==> src/rtl/regdump32_pkg.sv <==
// Shared state encoding and default geometry for the register dump streamer.
package regdump32_pkg;

  localparam int NREGS_DEF = 32;
  localparam int DW_DEF    = 32;

  typedef enum logic [2:0] {
    ST_IDLE = 3'd0,
    ST_READ = 3'd1,
    ST_SEND = 3'd2,
    ST_CSUM = 3'd3,
    ST_FIN  = 3'd4
  } state_t;

endpackage

==> src/rtl/regdump32.sv <==
// Streams every register of a regfile read port out over a valid/ready link.
// Define REGDUMP_CSUM_EN to append an XOR checksum word to each dump.
module regdump32
  import regdump32_pkg::*;
#(
  parameter int NREGS = NREGS_DEF,
  parameter int DW    = DW_DEF
) (
  input  logic          clock,
  input  logic          reset,
  input  logic          start,
  input  logic          abort,
  output logic [4:0]    rdaddr,
  input  logic [DW-1:0] rddata,
  output logic          out_valid,
  input  logic          out_ready,
  output logic [DW-1:0] out_data,
  output logic          out_last,
  output logic          busy,
  output logic          done
);

  localparam int IW = $clog2(NREGS);
  localparam logic [IW-1:0] LAST_IDX = IW'(NREGS - 1);

  state_t          state_reg, state_next;
  logic [IW-1:0]   index_reg, index_next;
  logic [DW-1:0]   data_reg,  data_next;
  logic            last_reg,  last_next;
`ifdef REGDUMP_CSUM_EN
  logic [DW-1:0]   csum_reg,  csum_next;
`endif

  logic handshake;
  logic at_last;

  assign handshake = out_valid && out_ready;
  assign at_last   = (index_reg == LAST_IDX);

  always_ff @(posedge clock) begin
    if (reset) begin
      state_reg <= ST_IDLE;
      index_reg <= '0;
      data_reg  <= '0;
      last_reg  <= 1'b0;
`ifdef REGDUMP_CSUM_EN
      csum_reg  <= '0;
`endif
    end else begin
      state_reg <= state_next;
      index_reg <= index_next;
      data_reg  <= data_next;
      last_reg  <= last_next;
`ifdef REGDUMP_CSUM_EN
      csum_reg  <= csum_next;
`endif
    end
  end

  always_comb begin
    state_next = state_reg;
    index_next = index_reg;
    data_next  = data_reg;
    last_next  = last_reg;
`ifdef REGDUMP_CSUM_EN
    csum_next  = csum_reg;
`endif
    case (state_reg)
      ST_IDLE: begin
        if (start) begin
          index_next = '0;
          last_next  = 1'b0;
`ifdef REGDUMP_CSUM_EN
          csum_next  = '0;
`endif
          state_next = ST_READ;
        end
      end
      ST_READ: begin
        data_next  = rddata;
`ifdef REGDUMP_CSUM_EN
        csum_next  = csum_reg ^ rddata;
        last_next  = 1'b0;
`else
        last_next  = at_last;
`endif
        state_next = abort ? ST_FIN : ST_SEND;
      end
      ST_SEND: begin
        if (abort) begin
          state_next = ST_FIN;
        end else if (handshake) begin
          if (!at_last) begin
            index_next = index_reg + 1'b1;
            state_next = ST_READ;
          end else begin
`ifdef REGDUMP_CSUM_EN
            // Checksum already folds in every word latched in READ.
            data_next  = csum_reg;
            last_next  = 1'b1;
            state_next = ST_CSUM;
`else
            state_next = ST_FIN;
`endif
          end
        end
      end
      ST_CSUM: begin
        if (abort || handshake) state_next = ST_FIN;
      end
      ST_FIN: begin
        state_next = ST_IDLE;
      end
      default: begin
        state_next = ST_IDLE;
      end
    endcase
  end

  // Outputs are pure decodes of registered state, so reset clears them all.
  assign out_valid = (state_reg == ST_SEND) || (state_reg == ST_CSUM);
  assign out_data  = data_reg;
  assign out_last  = last_reg;
  assign busy      = (state_reg != ST_IDLE);
  assign done      = (state_reg == ST_FIN);
  assign rdaddr    = (state_reg == ST_IDLE) ? 5'd0 : 5'(index_reg);

endmodule

==> config.mk <==
export PLATFORM = sky130hd
export DESIGN_NAME = regdump32
export DESIGN_NICKNAME = d
export VERILOG_FILES = /design/src/rtl/regdump32_pkg.sv /design/src/rtl/regdump32.sv
export SDC_FILE = /design/constraint.sdc
export NUM_CORES = 1
export LEC_CHECK = 0
export BUFFER_PORTS_ARGS = -buffer_cell sky130_fd_sc_hd__buf_2
export CORE_UTILIZATION = 40
export DETAILED_ROUTE_END_ITERATION = 16
export GPL_TIMING_DRIVEN = 1
export HOLD_SLACK_MARGIN = 0.03
export PLACE_DENSITY = 0.69
export SLEW_MARGIN = 5
export SYNTH_ARGS = -nofsm -noshare
export SYNTH_HDL_FRONTEND = slang
export SYNTH_SLANG_ARGS = --single-unit
==> constraint.sdc <==
create_clock -name clock -period 2.55 [get_ports clock]
set_input_delay 0.255 -clock clock [delete_from_list [all_inputs] [get_ports clock]]
set_output_delay 0.255 -clock clock [all_outputs]
set_load 0.01 [all_outputs]
After elaboration in Yosys (flattened, before gate mapping)
Cells that the tools add are included.
W data, S select, Z words.
- equality and inequality tests: 11
- reduce and logical (&&, ||, !) cells: 10
- muxes and demuxes: 15
- add/sub/neg operators: 1
- operators by type and width (kind ; count):
    $mux W5 ; 5
    $mux W3 ; 6
    $pmux W3 S4 ; 1
    $ne A2 B2 Y1 const B ; 5
    $pmux W5 S2 ; 1
    $eq A3 B2 Y1 const B ; 2
    $add A5 B1 Y5 const B ; 1
    $eq A5 B5 Y1 const B ; 1
    $reduce_and A5 Y1 ; 1
    $reduce_bool A2 Y1 ; 2
    $eq A3 B1 Y1 const B ; 1
    $eq A3 B3 Y1 const B ; 1
    $logic_not A3 Y1 ; 1
    $ne A3 B3 Y1 const B ; 1
    $reduce_and A3 Y1 ; 1
    $reduce_bool A3 Y1 ; 1
    $logic_or A1 B1 Y1 ; 2
    $pmux W1 S2 ; 1
    $reduce_and A2 Y1 ; 1
    $logic_and A1 B1 Y1 ; 1
    $mux W1 ; 1
- output and inout port bits: 41
- register bits: 41
- input port bits: 37

Longest topological paths before layout
Gate-level depths: netlist (run 1).
- depth in word-level cells: 6
- gate-level depth with buffers: 7
- gate-level depth less buffers: 7

Least setup slack after synthesis (run 1)
Ideal clock, no wire load.
- path type: register -> register
- start point: register index_reg[0]
- end point: register index_reg[3]
- cell stages (with the launch flop): 8
- data arrival time: 1744 ps
- setup time: 66 ps
- slack: 740 ps
- data required time: 2484 ps
- buffers on the path: 0
- cell sequence: dfxtp_1 ha_1 and3_1 ha_1 nor3b_4 o211ai_4 or3_1 a21oi_2
- longest elaborated chain between the ends: 5
- elaborated cells between the ends (all ways): 8
- classes of those cells: add/sub (1); eq/ne (2); mux (4); reduce/logical (1)
- ends and longest elaborated chain (element ; RTL line ; RTL):
    start, declared ; regdump32.sv:27 ; logic [IW-1:0] index_reg, index_next;
    start signal, assigned ; regdump32.sv:51 ; index_reg <= index_next;
    $add A5 B1 Y5 ; regdump32.sv:94 ; index_next = index_reg + 1'b1;
    $mux W5 ; regdump32.sv:93 ; if (!at_last) begin
    $mux W5 ; regdump32.sv:92 ; end else if (handshake) begin
    $mux W5 ; regdump32.sv:90 ; if (abort) begin
    $pmux W5 S2 ; regdump32.sv:68 ; case (state_reg)
Parallel ways exist; a longest one is shown, timed or not. The select of a mux whose other input is x is not followed.
A chain may end at the register's enable or synchronous reset.

Worst setup path in the final report (run 1)
Same ends and word-level chain as after synthesis.

==> key figures, run 1 <==
STA
  • Post-route setup slack: 0.631 ns
  • Unrepaired setup endpoints after global routing: no
  • Final TNS setup: 0 ns
  • Share of the clock period used by the worst path: roughly 75%
  • Final slew viol count: 0
  • Worst max-slew margin expressed relative to the limit: 50.1%
  • Final count of hold timing violations: 0
  • Slew of the pin with the lowest slew margin: approximately 0.74 ns
  • Maximum clock skew at final layout: 0.00252 ns
  • Minimum clock period after layout: 1.92 ns
  • Maximum clock rate: ~520 MHz
  • Total setup violations reported at the end of the flow: 0

Drt
  • DRC violation count after routing: 0
  • Detailed Routing Iterations Pass 1: 4
  • Vias per Instance: about 4.7
  • Routed wire per std cell: 11.0 um
  • DRC marker count from the first detailed-route iteration: 94
  • Post-detailed-route count of antenna-violating nets: 0
  • Routed wire length: 3.52 mm
  • Count of vias placed by the detailed router: 1,519

Yosys
  • Post-synthesis sequential area ratio: 51.2%
  • Fraction of registers with async set or reset after synthesis: 0%
  • Ys flop type: dfxtp_1
  • Cell count after synthesis: between 150 and 200
  • Fraction of synthesized cell area taken by the top area cell type: 51.3%
  • EDFF count, synth: 0
  • Number of warnings reported in the yosys synthesis log: 0
  • Yosys reg bits: 41
  • Post-synth top area cell: dfxtp_1
  • Syn nets: 238
  • Combined area of all synthesized cells: 1600 um^2
  • Cell types with the largest area share after synthesis: dfxtp_1, nand2_1, a21oi_1
  • Unique masters post-synth: 30
  • Average footprint of a synthesized cell: 8.05 um^2

Setup path
  • Required time at the worst-slack endpoint: 2.77 ns
  • Reg-to-reg slack, setup: 0.63 ns
  • Crit-path cells: ha_1 -> and3_1 -> ha_1 -> nor3b_4 -> o211ai_4 -> or3_1 -> a21oi_2
  • Maximum fanout along the worst path: 8
  • Cell occurring most often along the worst timing path: ha_1
  • CP peak stage delay: between 0.3 and 0.4 ns
  • Crit. End Element: flop
  • Type of the worst setup path: reg2reg
  • Worst Path Arrival: about 2.1 ns
  • Startpoint type of the worst setup path: flop
  • Library cell contributing the largest single delay on the critical path: or3_1

Power and ir drop
  • Peak supply drop: about 300 uV
  • Power density of the placed cells: 611 nW/um^2
  • Static power due to leakage: 0.000971 uW
  • Power, Total: 1280 uW

Finish
  • Net count reported at finish: 312
  • Most common cell after layout, fill and taps aside: buf_2
  • Max FFs per register: 32
  • # diodes: 0
  • Synthesis-to-finish area growth: 30.9%
  • Final instance count without filler cells: 321
  • Share of cells above drive strength 1: 33.0%
  • Most frequent cells in the layout: buf_2, nand2_1, dfxtp_1
  • Final core utilization: 56.0%

Die
  • I/O pin count: between 70 and 80
  • Die Ht: 65.3 um
  • Horizontal die dimension: 65.3 um
  • Starting density of the core: 42.8%
  • Placement row count: 22
  • Core footprint: 3740 um^2
  • Floorplan die area: 4260 um^2

Clock tree
  • CTS Hold Buffers Added: 0
  • Buffer levels on the longest clock path: 2
  • Number of clock buffers inserted by TritonCTS: 5
  • # H-tree levels: 2
  • Clk sinks: 41
  • Worst-skew pair later-pin latency: around 0.28 ns
  • Clock-pin slew on the worst setup and hold paths: 0.07 ns
  • CTS tree: done
  • Setup bufs post-CTS: 0
  • Clock root cell: clkbuf_8
  • Post-cts sizing count: 0

Global routing
  • Maximum number of pins on one net before global-route repair: slightly above 40
  • Global-route total usage across every layer: 17.0%
  • Via count of the first global-routing pass: around 1,300
  • Antenna violations before repair: 0
  • Global-route wire length before repair: 5.64 mm
  • Total overflow reported by the global router: 0

Place
  • Final HPWL from detailed placement: 2.46 mm
  • Port Buffers: 77
  • Number of cells after detailed placement: 314
  • Pre-CTS worst setup slack: about 0.65 ns
  • Placer congestion estimate: 0.816

Run
  • Maximum Capacitance Violations: 0

Min path
  • Worst hold path type: in2reg

Status
  • Result of the run: finished, final reports clean
==> metrics by stage <==
stage,cell area (um^2),hold slack [ns]
floorplan,1600,0.334
global placement,2010,0.439
detailed placement,2010,0.444
CTS,2100,0.191
global route,2100,0.188
finish,2100,0.202
==> final timing paths <==
path	from	endpoint	cells after the start
worst max-delay path	index_reg[0]	index_reg[3]	7
worst max register to register	index_reg[0]	index_reg[3]	7
worst min-delay path	rddata[31]	out_data[31]	3
worst min register to register	out_data[5]	out_data[5]	2
==> metal layers <==
| layer | wire (um) | global-route usage, % |
|---|---|---|
| met2 | 1510 | 25.6 |
| met3 | 318 | 5.38 |
| met1 | 1660 | 22.3 |
| met4 | 41 | 7.34 |
| met5 | 0 | 0 |
==> area by class of cell <==
cell class	instances	area (um^2)
Timing Repair Buffer	79	400
Inverter	4	15.0
Tap cell	48	60.1
Sequential cell	41	821
Multi-Input combinational cell	142	714
Clock buffer	7	86.3
Fill cell	369	1650
==> report_power, final <==
group | total, uW | internal (uW) | switching (uW)
Clock | 411 | 215 | 197
Sequential | 691 | 672 | 18.9
Combinational | 179 | 74.3 | 105
==> cell usage after synthesis, drive strengths merged, types with 2 or more instances <==
cell type,n
buf,8
nor3b,2
nand2,67
nand3,2
a21oi,35
nand3b,2
inv,4
clkbuf,4
ha,2
xor2,2
nor2,7
nor2b,5
dfxtp,41
nor3,3
o21ai,5
==> worst max-delay path: cells and delay by family, from the launching register on <==
kind / cells / cell delay [ns]
AO/OA/AOI/OAI: 2 / 0.27
flip-flops: 1 / 0.34
adder cells (fa/ha/maj): 2 / 0.44
AND/OR/NAND/NOR: 3 / 0.80
==> cells by family (layout without fill, tap and decap cells) <==
family | count (synthesis) | in the layout | synth area share [%]
AND/OR/NAND/NOR | 93 | 93 | 25.9
AO/OA/AOI/OAI | 45 | 45 | 16.1
flip-flops | 41 | 41 | 51.3
buffers and inverters | 16 | 90 | 4.14
adder cells (fa/ha/maj) | 2 | 2 | 1.56
XOR/XNOR | 2 | 2 | 1.09
Power figures use the tool's default switching activity.
==> inputs of run 2 (changes only) <==
--- a/config.mk
+++ b/config.mk
@@ -5,12 +5,13 @@
 export SDC_FILE = /design/constraint.sdc
 export NUM_CORES = 1
 export LEC_CHECK = 0
+export ABC_AREA = 1
 export BUFFER_PORTS_ARGS = -buffer_cell sky130_fd_sc_hd__buf_2
 export CORE_UTILIZATION = 40
 export DETAILED_ROUTE_END_ITERATION = 16
 export GPL_TIMING_DRIVEN = 1
 export HOLD_SLACK_MARGIN = 0.03
-export PLACE_DENSITY = 0.69
+export PLACE_DENSITY = 0.71
 export SLEW_MARGIN = 5
 export SYNTH_ARGS = -nofsm -noshare
 export SYNTH_HDL_FRONTEND = slang
==> constraint.sdc (replaced) <==
create_clock -name clock -period 1.7 [get_ports clock]
set_input_delay 0.17 -clock clock [delete_from_list [all_inputs] [get_ports clock]]
set_output_delay 0.17 -clock clock [all_outputs]
set_load 0.01 [all_outputs]
==> run 2 against run 1 <==
  * Worst setup slack lost 0.46 ns
  * Combinational power rose to 4.0 times the previous value
  * Final area rose by 7.0%
  * Core utilization down 0.30 points
  * Largest power group unchanged
  * Area after synthesis grew 5.2%
  * Clock skew is 0.0053 ns higher
  * Non-clock buffer count unchanged
  * Critical path depth decreased by 2
  * Highest routed layer unchanged
  * Critical path type is now reg2out
  * Total power is 110% higher
==> key figures, run 2 <==
Yosys
  • Syn nets: 267 (+12%)
  • Cell count after synthesis: 228 (+15%)
  • Fraction of registers with async set or reset after synthesis: 0% (unchanged)
  • EDFF count, synth: 0 (unchanged)
  • Number of warnings reported in the yosys synthesis log: 0 (unchanged)
  • Top post-synthesis cells by count: nor2_1, dfxtp_1, o21ai_1
  • Combined area of all synthesized cells: 1680 um^2 (+5.2%)
  • Most frequently used cell type in the post-synthesis netlist: nor2_1
  • Compound-gate portion of the synthesized area: 13.1% (-3.0 points)
  • Post-synthesis simple-gate area fraction: 30.5% (+4.6 points)
  • Post-synthesis sequential area ratio: 48.7% (-2.5 points)
  • Synthesized-area fraction occupied by xor and xnor cells: 0% (-1.1 points)
  • Cell types with the largest area share after synthesis: dfxtp_1, nor2_1, o21ai_1
  • Post-synth top area cell: dfxtp_1
  • Yosys reg bits: 41 (unchanged)
  • Share of cell area taken by muxes after synthesis: 0% (unchanged)
  • Average footprint of a synthesized cell: 7.39 um^2 (-8.2%)
  • Largest family of logic cells by synthesized area: simple AND/OR/NAND/NOR gates
  • Fraction of synthesized cell area taken by the top area cell type: 48.7% (-2.5 points)
  • Ys flop type: dfxtp_1
  • Unique masters post-synth: 24 (-20%)
  • Adder-Cell Fraction of Synth Area: 1.49% (-0.077 points)

Finish
  • Design Area, Final: 2240 um^2 (+7.0%)
  • Synthesis-to-finish area growth: 33.3%
  • Net count reported at finish: 344 (+10%)
  • Max FFs per register: 32 (unchanged)
  • Final core utilization: 55.7% (-0.30 points)
  • Number of filler cells placed in the layout: 406 (+10%)
  • # diodes: 0 (unchanged)
  • Most common cell after layout, fill and taps aside: nor2_1
  • Share of cells above drive strength 1: 34.6% (+1.7 points)
  • Most frequent cells in the layout: nor2_1, buf_2, dfxtp_1

Clock tree
  • CTS tree: done
  • Post-cts sizing count: 0 (unchanged)
  • Clock-pin slew on the worst setup and hold paths: 0.08 ns (about the same)
  • CTS Hold Buffers Added: 0 (unchanged)
  • Setup bufs post-CTS: 0 (unchanged)
  • # H-tree levels: 2 (unchanged)
  • Number of clock buffers inserted by TritonCTS: 5 (unchanged)
  • Clk sinks: 41 (unchanged)
  • Buffer levels on the longest clock path: 2 (unchanged)
  • Clock root cell: clkbuf_8
  • Worst-skew pair later-pin latency: 0.29 ns (about the same)

Die
  • Die Ht: 66.9 um (+2.5%)
  • Horizontal die dimension: 66.9 um (+2.5%)
  • Floorplan die area: 4470 um^2 (+5.0%)
  • Core footprint: 4030 um^2 (+7.6%)
  • I/O pin count: 78 (unchanged)
  • Starting density of the core: 41.8% (-0.98 points)
  • Placement row count: 23 (+4.5%)

Power and ir drop
  • Share of total power in the clock network: 29.5% (-2.6 points)
  • Static power due to leakage: 0.00110 uW (+13%)
  • Power density of the placed cells: 1210 nW/um^2 (+98%)
  • Net switching power: 841 uW (+160%)
  • Part of the total power dissipated in combinational logic: 26.6% (+13 points)
  • Peak supply drop: 623 uV (+110%)
  • Share of power burned in registers: 43.9% (-10 points)
  • Switching Share: 31.0% (+6.0 points)
  • Cell internal pwr: 1880 uW (+95%)

Setup path
  • CP peak stage delay: 0.39 ns (about the same)
  • Startpoint type of the worst setup path: flop
  • Required time at the worst-slack endpoint: 1.53 ns (-1.24 ns)
  • Crit. End Element: output pin
  • Cell family with most CP delay: flip-flops
  • Worst Path Arrival: 1.36 ns (-0.78 ns)
  • Maximum fanout along the worst path: 6 (-2)
  • Library cell contributing the largest single delay on the critical path: dfxtp_1
  • Cell occurring most often along the worst timing path: inv_1
  • Count of buffer and inverter cells on the critical path: 3 (+3)
  • Crit-path cells: nor2_4 -> inv_1 -> nor2_2 -> inv_1 -> buf_2
  • Type of the worst setup path: reg2out

Drt
  • Count of vias placed by the detailed router: 1,627 (+7.1%)
  • DRC marker count from the first detailed-route iteration: 127 (+35%)
  • Post-detailed-route count of antenna-violating nets: 0 (unchanged)
  • Routed wire length: 3.74 mm (+6.0%)
  • Routed wire per std cell: 10.5 um (-4.4%)
  • Detailed Routing Iterations Pass 1: 4 (unchanged)
  • DRC violation count after routing: 0 (unchanged)
  • Vias per Instance: 4.57 (-3.4%)

STA
  • Maximum clock skew at final layout: 0.00779 ns (+0.00528 ns)
  • Post-route setup slack: 0.169 ns (-0.463 ns)
  • Worst max-slew margin expressed relative to the limit: 64.9% (+15 points)
  • Slew of the pin with the lowest slew margin: 0.526 ns (-0.216 ns)
  • Total setup violations reported at the end of the flow: 0 (unchanged)
  • Final count of hold timing violations: 0 (unchanged)
  • Minimum clock period after layout: 1.53 ns
  • Unrepaired setup endpoints after global routing: no
  • Final slew viol count: 0 (unchanged)
  • Share of the clock period used by the worst path: 90.1%
  • Final TNS setup: 0 ns (unchanged)
  • Maximum clock rate: between 600 and 700 MHz

Place
  • Final HPWL from detailed placement: 2.63 mm (+7.1%)
  • Port Buffers: 77 (unchanged)
  • Placer congestion estimate: 0.802 (-1.8%)
  • Pre-CTS worst setup slack: 0.0621 ns (-0.591 ns)
  • Post-Place Cell Area: 2100 um^2 (+4.4%)

Global routing
  • Global-route wire length before repair: 6.35 mm (+13%)
  • Maximum number of pins on one net before global-route repair: 36 (-12%)
  • Antenna violations before repair: 0 (unchanged)
  • Global-route total usage across every layer: 18.6% (+1.5 points)
  • Via count of the first global-routing pass: 1,544 (+21%)
  • Total overflow reported by the global router: 0 (unchanged)

Min path
  • Worst hold path type: in2reg

Run
  • Maximum Capacitance Violations: 0 (unchanged)

Status
  • Result of the run: finished, final reports clean
## run 2: worst reg2reg max path, cell delays in order, from the launching register on
cell and delay [ns]:
dfxtp_2 0.35, ha_1 0.20, nand2_1 0.09, nor2_1 0.05, ha_2 0.19, nor2_4 0.15, nand2_1 0.08, nand2_2 0.08
nand3_2 0.10, nand2_1 0.10, a21oi_2 0.05
## run 2: power groups by stage
| stage | sequential, uW | clock (uW) | combinational (uW) |
|---|---|---|---|
| floorplan | 1270 | 0 | 418 |
| global placement | 1210 | 0 | 709 |
| detailed placement | 1210 | 0 | 723 |
| CTS | 1190 | 827 | 724 |
| global route | 1220 | 862 | 824 |
| finish | 1190 | 801 | 722 |
## run 2: layer usage
metal	global-route usage (%)	vias to the layer above	routed length, um
met1	20.2	692	1660
met4	6.65	0	72
li1	-	876	-
met3	5.99	8	233
met2	33.2	51	1770
met5	0	-	0
## run 2: cell type report
type                       count  area, um^2  area share, %
tap                           50        62.6           2.79
clock inverter                 1        30.0           1.34
clock buffer                   7        86.3           3.85
sequential                    41         823           36.7
timing repair buffer          79         400           17.8
inverter                      15        56.3           2.51
multi-input combinational    163         786           35.0
## run 2: kinds of logic (layout without fill, tap and decap cells)
family                     after synthesis  count (layout)
buffers and inverters                   24             102
and+or+nand+nor                        119             119
AOI/OAI and AO/OA                       42              42
adders and majority gates                2               2
DFF                                     41              41
## run 2: metrics by stage
step           instances  total power (uW)  hold WS (ns)
2_1_floorplan        228              1690         0.232
3_3_place_gp         348              1920         0.402
3_5_place_dp         348              1940         0.410
4_1_cts              356              2740         0.106
5_1_grt              356              2900         0.116
6_report             356              2720         0.113
## run 2: final timing paths
path | startpoint | to | slack [ns] | cells after the start
setup / recovery | state_reg[1] | busy | 0.17 | 5
hold / removal | rddata[1] | out_data[1] | 0.11 | 3
setup reg to reg | index_reg[0] | index_reg[3] | 0.17 | 10
hold reg to reg | out_data[6] | out_data[6] | 0.48 | 2
==> inputs of run 3 (changes only) <==
==> constraint.sdc (replaced) <==
create_clock -name clock -period 1.7 [get_ports clock]
set_input_delay 0.17 -clock clock [delete_from_list [all_inputs] [get_ports clock]]
set_output_delay 0.17 -clock clock [all_outputs]
set_load 0.05 [all_outputs]
==> run 3 against run 2 <==
  * Global-route usage hardly changed
  * Sequential share of layout area is 0.082 points lower
  * Combinational power is 59% higher
  * Final area is 0.22% higher
  * Wire length stayed put
  * Worst setup slack worse by 0.026 ns
  * Worst hold slack worse by 0.00062 ns
  * Register-to-register slack hardly changed
  * Total power is 16% higher
==> key figures, run 3 (synthesis results as in run 2) <==
Status
  • Result of the run: finished, final reports clean

Drt
  • Detailed Routing Iterations Pass 1: 4 (unchanged)
  • Routed wire length: 3.74 mm (unchanged)
  • Routed wire per std cell: 10.5 um (unchanged)
  • DRC marker count from the first detailed-route iteration: 119 (-6.3%)
  • Vias per Instance: 4.57 (about the same)
  • Count of vias placed by the detailed router: 1,626 (-0.061%)
  • DRC violation count after routing: 0 (unchanged)
  • Post-detailed-route count of antenna-violating nets: 0 (unchanged)

Global routing
  • Maximum number of pins on one net before global-route repair: 36 (unchanged)
  • Antenna violations before repair: 0 (unchanged)
  • Global routing usage on met3: 5.99% (unchanged)
  • Global-route total usage across every layer: 18.5% (-0.036 points)
  • Total overflow reported by the global router: 0 (unchanged)
  • Met1 capacity usage during global routing: 20.2% (unchanged)
  • Via count of the first global-routing pass: 1,542 (-0.13%)
  • Global-route wire length before repair: 6.34 mm (-0.20%)
  • GR peak layer: met2
  • GR met2 Demand/Resource: 33.1% (-0.13 points)

STA
  • Unrepaired setup endpoints after global routing: no
  • Worst max-slew margin expressed relative to the limit: 64.6% (-0.30 points)
  • Total setup violations reported at the end of the flow: 0 (unchanged)
  • Slew of the pin with the lowest slew margin: 0.530 ns (+0.00446 ns)
  • Share of the clock period used by the worst path: 91.6% (+1.5 points)
  • Minimum clock period after layout: 1.56 ns (+0.0257 ns)
  • Post-route setup slack: 0.143 ns (-0.0257 ns)
  • Final TNS setup: 0 ns (unchanged)
  • Final slew viol count: 0 (unchanged)
  • Final count of hold timing violations: 0 (unchanged)
  • Maximum clock skew at final layout: 0.00708 ns (-0.000716 ns)
  • Maximum clock rate: 642 MHz (-1.6%)

Setup path
  • Type of the worst setup path: reg2out
  • Worst Path Arrival: 1.39 ns (+0.03 ns)
  • Required time at the worst-slack endpoint: 1.53 ns (about the same)
  • Cell occurring most often along the worst timing path: nor2_4
  • Launch instance of the worst register-to-register path: index_reg[0]
  • Crit. End Element: output pin
  • CP peak stage delay: 0.48 ns (+0.09 ns)
  • Maximum fanout along the worst path: 6 (unchanged)
  • Startpoint type of the worst setup path: flop
  • Library cell contributing the largest single delay on the critical path: dfxtp_1
  • Source of the critical timing path: state_reg[1]
  • Crit-path cells: nor2_4 -> inv_1 -> nor2_4 -> nor2_1 -> buf_2

Place
  • Pre-CTS worst setup slack: 0.0621 ns (unchanged)
  • Port Buffers: 77 (unchanged)
  • Post-Place Cell Area: 2100 um^2 (unchanged)
  • Final HPWL from detailed placement: 2.63 mm (unchanged)
  • Placer congestion estimate: 0.802 (unchanged)
  • Number of cells after detailed placement: 348 (unchanged)

Finish
  • Share of cells above drive strength 1: 34.6% (unchanged)
  • Number of filler cells placed in the layout: 409 (+0.74%)
  • # diodes: 0 (unchanged)
  • Design Area, Final: 2250 um^2 (+0.22%)
  • Net count reported at finish: 344 (unchanged)
  • Max FFs per register: 32 (unchanged)
  • FF+latch area: 823 um^2 (unchanged)
  • Most common cell after layout, fill and taps aside: nor2_1
  • Synthesis-to-finish area growth: 33.6%
  • Multi-input combinational cell area: 791 um^2 (+0.64%)
  • Most frequent cells in the layout: nor2_1, buf_2, dfxtp_1
  • Final instance count without filler cells: 356 (unchanged)

Clock tree
  • Number of clock buffers inserted by TritonCTS: 5 (unchanged)
  • # H-tree levels: 2 (unchanged)
  • Clk sinks: 41 (unchanged)
  • Clock root cell: clkbuf_8
  • CTS tree: done
  • Setup bufs post-CTS: 0 (unchanged)
  • Buffer levels on the longest clock path: 2 (unchanged)
  • Worst-skew pair later-pin latency: 0.29 ns (about the same)
  • Clock-pin slew on the worst setup and hold paths: 0.08 ns (about the same)

Die
  • Horizontal die dimension: 66.9 um (unchanged)
  • Die Ht: 66.9 um (unchanged)
  • I/O pin count: 78 (unchanged)
  • Starting density of the core: 41.8% (unchanged)
  • Placement row count: 23 (unchanged)
  • Floorplan die area: 4470 um^2 (unchanged)
  • Core footprint: 4030 um^2 (unchanged)

Power and ir drop
  • Peak supply drop: 720 uV (+16%)
  • Static power due to leakage: 0.00110 uW (+0.15%)
  • Power, Total: 3140 uW (+16%)
  • Power density of the placed cells: 1400 nW/um^2 (+15%)

Run
  • Maximum Capacitance Violations: 0 (unchanged)

Min path
  • Hold path start: rddata[1]
  • Worst hold path type: in2reg
==> run 3: layer usage <==
metal / wire (um) / part of all wire (%)
met4: 72 / 1.9
met5: 0 / 0
met2: 1760 / 47
met1: 1660 / 45
met3: 241 / 6.5
==> run 3: repair_timing <==
item / CTS / global route
setup endpoints to repair: 2 / 9
pin swaps: 0 / 1
hold buffers: 0 / 0
resized for setup: 1 / 9
==> run 3: critical path: cells and delay by family (launching register included) <==
family / cells / cell delay [ns]
flops: 1 / 0.48
buf+inv: 2 / 0.38
simple gates: 3 / 0.23
==> run 3: final timing paths <==
| check | to | slack (ns) | cells after the start |
|---|---|---|---|
| worst max-delay path | rdaddr[1] | 0.14 | 5 |
| worst max register to register | index_reg[3] | 0.17 | 10 |
| worst min register to register | out_data[6] | 0.48 | 2 |
| worst min-delay path | out_data[1] | 0.11 | 3 |
==> run 3: metrics by stage <==
stage | hold slack [ns] | util, %
global placement | 0.402 | 52.1
detailed placement | 0.410 | 52.1
CTS | 0.106 | 55.0
global route | 0.116 | 55.8
finish | 0.112 | 55.8
floorplan | 0.232 | -
==> run 3: layout make-up <==
cell class	instances	share of cell area, %
clock buffers	7	3.84
repair buffers	79	17.8
well taps	50	2.78
inverters	15	2.50
flip-flops and latches	41	36.6
clock inverters	1	1.33
multi-input cells	163	35.2
==> run 3: power by group <==
part	switching [uW]	internal (uW)
registers	86.0	1110
clock network	322	479
logic	855	293
total	1260	1880
